[src/rtl/meas_sequencer.sv]
// Multi-channel measurement sequencer: runs a frequency or interval measurement,
// then hands the result to the transmit engine, once or continuously until abort.
`timescale 1ns/1ps
module meas_sequencer #(
  parameter int NCH       = 4,
  parameter int CHW       = $clog2(NCH),
  parameter int TO_CYCLES = 1000000,
  parameter int RUNW      = 16
) (
  input  logic            clk,
  input  logic            rst,
  input  logic            cmd_valid,
  output logic            cmd_ready,
  input  logic [1:0]      cmd_op,
  input  logic [CHW-1:0]  cmd_ch,
  input  logic            cmd_cont,
  input  logic            abort,
  output logic            f_start,
  input  logic            f_busy,
  output logic            t_start,
  input  logic            t_busy,
  output logic            c_start,
  input  logic            c_busy,
  output logic [CHW-1:0]  sel_a,
  output logic [CHW-1:0]  sel_b,
  output logic [1:0]      mode,
  output logic            done,
  output logic [1:0]      err,
  output logic [RUNW-1:0] runs
);

  typedef enum logic [2:0] {
    S_IDLE, S_M_START, S_M_ACK, S_M_WAIT, S_C_START, S_C_ACK, S_C_WAIT
  } state_t;

  localparam int TOW = $clog2(TO_CYCLES);
  localparam logic [1:0] ERR_NONE    = 2'b00;
  localparam logic [1:0] ERR_ILLEGAL = 2'b01;
  localparam logic [1:0] ERR_TIMEOUT = 2'b10;
  localparam logic [1:0] ERR_ABORT   = 2'b11;

  state_t         state, state_next;
  logic [TOW-1:0] to_cnt;
  logic           cont;
  logic [1:0]     err_next;
  logic           run_done;
  logic           illegal, meas_busy, waiting, to_hit;
  logic [CHW:0]   ch_inc;
  logic [CHW-1:0] ch_next;

  // Channel index may exceed NCH-1 only when NCH is not a power of two.
  assign illegal   = (cmd_op == 2'b11) || ({1'b0, cmd_ch} >= (CHW+1)'(NCH));
  assign ch_inc    = {1'b0, cmd_ch} + (CHW+1)'(1);
  assign ch_next   = (ch_inc >= (CHW+1)'(NCH)) ? CHW'(ch_inc - (CHW+1)'(NCH))
                                               : ch_inc[CHW-1:0];
  assign meas_busy = (mode == 2'b00) ? f_busy : t_busy;
  assign waiting   = (state == S_M_ACK) || (state == S_M_WAIT) ||
                     (state == S_C_ACK) || (state == S_C_WAIT);
  assign to_hit    = (to_cnt == TOW'(TO_CYCLES - 1));

  assign cmd_ready = (state == S_IDLE);
  assign f_start   = (state == S_M_START) && (mode == 2'b00);
  assign t_start   = (state == S_M_START) && (mode != 2'b00);
  assign c_start   = (state == S_C_START);
  assign done      = run_done && !rst;

  // NOTE: every signal gets a default before the case so no path leaves it
  // unassigned; a missing default here would infer a latch.
  always_comb begin
    state_next = state;
    err_next   = err;
    run_done   = 1'b0;
    case (state)
      S_IDLE: if (cmd_valid) begin
        err_next   = illegal ? ERR_ILLEGAL : ERR_NONE;
        state_next = illegal ? S_IDLE : S_M_START;
      end
      S_M_START: state_next = S_M_ACK;
      S_M_ACK:
        if (meas_busy)   state_next = S_M_WAIT;
        else if (to_hit) begin state_next = S_IDLE; err_next = ERR_TIMEOUT; end
      S_M_WAIT:
        if (!meas_busy)  state_next = S_C_START;
        else if (to_hit) begin state_next = S_IDLE; err_next = ERR_TIMEOUT; end
      S_C_START: state_next = S_C_ACK;
      S_C_ACK:
        if (c_busy)      state_next = S_C_WAIT;
        else if (to_hit) begin state_next = S_IDLE; err_next = ERR_TIMEOUT; end
      S_C_WAIT:
        if (!c_busy) begin
          run_done   = 1'b1;
          state_next = cont ? S_M_START : S_IDLE;
        end else if (to_hit) begin
          state_next = S_IDLE;
          err_next   = ERR_TIMEOUT;
        end
      default: state_next = S_IDLE;
    endcase
    // Abort outranks both the awaited busy edge and the timeout.
    if (abort && (state != S_IDLE)) begin
      state_next = S_IDLE;
      err_next   = ERR_ABORT;
      run_done   = 1'b0;
    end
  end

  // NOTE: state is updated with non-blocking assignments so every register
  // samples the pre-edge values regardless of statement order.
  always_ff @(posedge clk) begin
    if (rst) begin
      state  <= S_IDLE;
      to_cnt <= '0;
      cont   <= 1'b0;
      sel_a  <= '0;
      sel_b  <= '0;
      mode   <= 2'b00;
      err    <= ERR_NONE;
      runs   <= '0;
    end else begin
      state <= state_next;
      err   <= err_next;
      if (state_next != state) to_cnt <= '0;
      else if (waiting)        to_cnt <= to_cnt + TOW'(1);
      if ((state == S_IDLE) && cmd_valid) begin
        mode  <= cmd_op;
        sel_a <= cmd_ch;
        sel_b <= ch_next;
        cont  <= cmd_cont;
        runs  <= '0;
      end else if (run_done && (runs != {RUNW{1'b1}})) begin
        runs <= runs + RUNW'(1);
      end
    end
  end

endmodule

[config.mk]
export PLATFORM = sky130hd
export DESIGN_NAME = meas_sequencer
export DESIGN_NICKNAME = d
export VERILOG_FILES = /design/src/rtl/meas_sequencer.sv
export SDC_FILE = /design/constraint.sdc
export NUM_CORES = 1
export LEC_CHECK = 0
export CAP_MARGIN = 20
export CORE_ASPECT_RATIO = 1.5
export CORE_MARGIN = 5
export CORE_UTILIZATION = 30
export DETAILED_ROUTE_END_ITERATION = 7
export PLACE_DENSITY = 0.51
export SLEW_MARGIN = 10
export SYNTH_ARGS = -nofsm -noshare
export SYNTH_HDL_FRONTEND = slang
export SYNTH_SLANG_ARGS = --single-unit
[constraint.sdc]
create_clock -name clk -period 2.5 [get_ports clk]
set_input_delay 0.375 -clock clk [delete_from_list [all_inputs] [get_ports clk]]
set_output_delay 0.375 -clock clk [all_outputs]
set_load 0.05 [all_outputs]
==> qor.csv <==
stage;metric;value;unit
clock_network;htree depth;2;
synthesis;Synth Area in Compound Gates;16.45;%
final_layout;fraction of layout cells with a size suffix above 1;12.88;%
drt;DR vias/cell;5.069;
final_layout;Final Util;39.19;%
die;core area;8776;sq um
synthesis;Post-Syn Nets;332;
synthesis;Post-synth ARST share;0;%
final_layout;nets;378;
synthesis;synthesized area;2685;sq um
die;chip height;125.9;um
die;Die Area;10980;sq um
final_layout;area grow syn2layout;28.10;%
placed_design;dpl hpwl;4863;um
setup_path;CP required;2.12;ns
clock_network;Clk Latency, worst-skew pair;0.29;ns
clock_network;Num CTS Buffers;5;
timing;Slew Limit Fails;0;
setup_path;crit-path max FO;14;
timing;endpoints failing setup;0;
placed_design;RePlAce Congestion;0.7992;
setup_path;Buf/Inv on CP;2;
run;max-cap viol count;0;
timing;worst clock skew;0.005970;ns
clock_network;clock root buffer;clkbuf_16;
synthesis;top_reg_cell synth;dfxtp_1;
clock_network;CTS tree;built;
clock_network;clk buf depth;2;
timing;final worst slack;0.1834;ns
synthesis;adder-cell area share of the yosys netlist;0.9320;%
synthesis;syn_area_per_cell;8.444;sq um
grt;combined global-route utilization of all metal layers;12.70;%
drt;wire length per cell;13.78;um
setup_path;slowest CP cell;dfxtp_1;
drt;drt pass-1 iters;6;
grt;vias in the first global route;2481;
placed_design;port bufs;40;
clock_network;post-cts resize count;0;
synthesis;post-synthesis xor/xnor area fraction;10.76;%
synthesis;#FFs+latches synth;48;
timing;TNS Setup;0;ns
drt;routed via count;2408;
die;Starting Density;30.60;%
grt;initial antenna violation count;0;
timing;RSZ-0062 raised after global routing;no;
clock_network;CTS Hold Bufs;0;
setup_path;CP max stage delay;0.57;ns
final_layout;# diodes;0;
clock_network;Clock Sink Count;48;
worst_hold_path;Hold WC Path Type;flop to flop;
setup_path;family with the most delay on the worst path;simple AND/OR/NAND/NOR gates;
power;Leakage;1.204;nW
synthesis;Post-synth EDFFs;0;
setup_path;Setup Crit Path Kind;flop to output port;
synthesis;Gate Count Post-Synth;318;
die;num rows;42;
power;pwr dens;893.9;nW/um^2
die;I/O Pins;41;
die;Die Wd;87.25;um
outcome;status;finished, final reports clean;
timing;Slew @ Worst Pin;0.6500;ns
grt;largest net degree at the start of global routing;20;
drt;Total Routed Length;6547;um
power;Tot Pwr;3.075;mW
placed_design;worst slack, placed;0.09374;ns
timing;final critical-path required period;2.317;ns
drt;post-route ant nets;0;
setup_path;Critical Path End Type;output port;
setup_path;cell breakdown of the critical path;buf_4 -> nand4bb_1 -> nor3_1 -> buf_12;
synthesis;Synth cell types;65;
clock_network;clk slew on worst S/H paths;0.07;ns
timing;Max-slew headroom;56.62;%
timing;fin crit share;92.66;%
clock_network;# Post-CTS Setup Buffers;0;
drt;DRC;0;
grt;first-pass GRT wire length;11420;um
timing;Final Hold Fails;0;
setup_path;Worst Path Arrival;1.94;ns
power;Peak VDD IR;0.5717;mV
synthesis;mux cell area share after synthesis;0.7456;%
grt;grt ovf;0;
synthesis;combinational family with the most area after synthesis;simple AND/OR/NAND/NOR gates;
timing;Max Freq;431.7;MHz
synthesis;simple-gate share of the synthesized area;31.13;%
setup_path;Critical Path Start Type;flop;
synthesis;Seq/Total Area, Yosys;35.79;%
drt;drt initial violations;97;
synthesis;synth warn;0;
## layout make-up
| class | instances | area [sq um] |
|---|---|---|
| multi-input cells | 243 | 1618 |
| repair buffers | 57 | 540.5 |
| clock buffers | 6 | 138.9 |
| well taps | 110 | 137.6 |
| clock inverters | 2 | 10.01 |
| inverters | 9 | 33.78 |
| fillers | 899 | 5336 |
| flip-flops and latches | 48 | 960.9 |
## where the power goes
part	total [mW]	internal (mW)	leakage, nW	switching [mW]
sequential	0.955	0.842	0.389	0.113
combinational	1.43	0.564	0.739	0.867
clock	0.688	0.395	0.0766	0.293
total	3.07	1.80	1.20	1.27
## cell usage after synthesis (5+ instances only)
| library cell | number | area (sq um) |
|---|---|---|
| a21oi_1 | 9 | 45.04 |
| and3_1 | 5 | 31.28 |
| buf_2 | 6 | 30.03 |
| clkbuf_1 | 10 | 37.54 |
| dfxtp_1 | 48 | 960.9 |
| inv_1 | 9 | 33.78 |
| nand2_1 | 29 | 108.9 |
| nand2b_1 | 5 | 31.28 |
| nand3_1 | 9 | 45.04 |
| nand4_1 | 7 | 43.79 |
| nor2_1 | 37 | 138.9 |
| nor3_1 | 22 | 110.1 |
| nor4_1 | 5 | 31.28 |
| o211ai_1 | 5 | 37.54 |
| xnor2_1 | 14 | 122.6 |
| xor2_1 | 19 | 166.4 |
## layer usage
layer  vias up  GRT usage (%)  share of wire (%)
li1       1233              -                  -
met1      1136          15.25                 43
met3         7          2.941                3.0
met5         -              0                  0
met2        32          21.40                 52
met4         0          5.149                1.7
## kinds of logic after synthesis
group	after synthesis
buffers and inverters	27
adder cells (fa/ha/maj)	2
multiplexers	2
AND/OR/NAND/NOR	150
AO/OA/AOI/OAI	56
XOR/XNOR	33
flip-flops	48
## worst min-delay path, delay by kind of cell (launching register included)
family | cells | cell delay, ns
flops | 1 | 0.31
simple gates | 1 | 0.05
compound gates | 1 | 0.05
## worst paths after layout
check                          from                     to  slack, ns  depth (start not counted)
min           sel_a[0]$_SDFFE_PP0P_  sel_a[0]$_SDFFE_PP0P_       0.46                          2
max reg2reg  to_cnt[6]$_SDFFE_PP0P_    state[0]$_SDFF_PP0_       0.37                          5
max             state[1]$_SDFF_PP0_                   done       0.18                          4
min reg2reg   sel_a[0]$_SDFFE_PP0P_  sel_a[0]$_SDFFE_PP0P_       0.46                          2
## cell usage in the layout, fill, tap and decap left out, types with 14 or more instances in the layout
| cell | n |
|---|---|
| xor2_1 | 19 |
| nand2_1 | 29 |
| nor2_1 | 37 |
| nor3_1 | 22 |
| buf_4 | 20 |
| dfxtp_1 | 48 |
| xnor2_1 | 14 |
| clkdlybuf4s50_1 | 35 |
## state kept, by name, summed over array words and instances (netlist names)
| name | flops |
|---|---|
| cont | 1 |
| err | 2 |
| to_cnt | 20 |
| runs | 16 |
| sel_b | 2 |
| sel_a | 2 |
| mode | 2 |
| state | 3 |
## through the flow
step                      instances  area, sq um  hold slack, ns
after CTS                       475         3440          0.4621
final                           475         3440          0.4584
after floorplan                 318         2691          0.4368
after global placement          467         3291          0.4433
after detailed placement        467         3291          0.4490
after global routing            475         3440          0.4721
No activity file was read; power rests on OpenSTA's default activity.
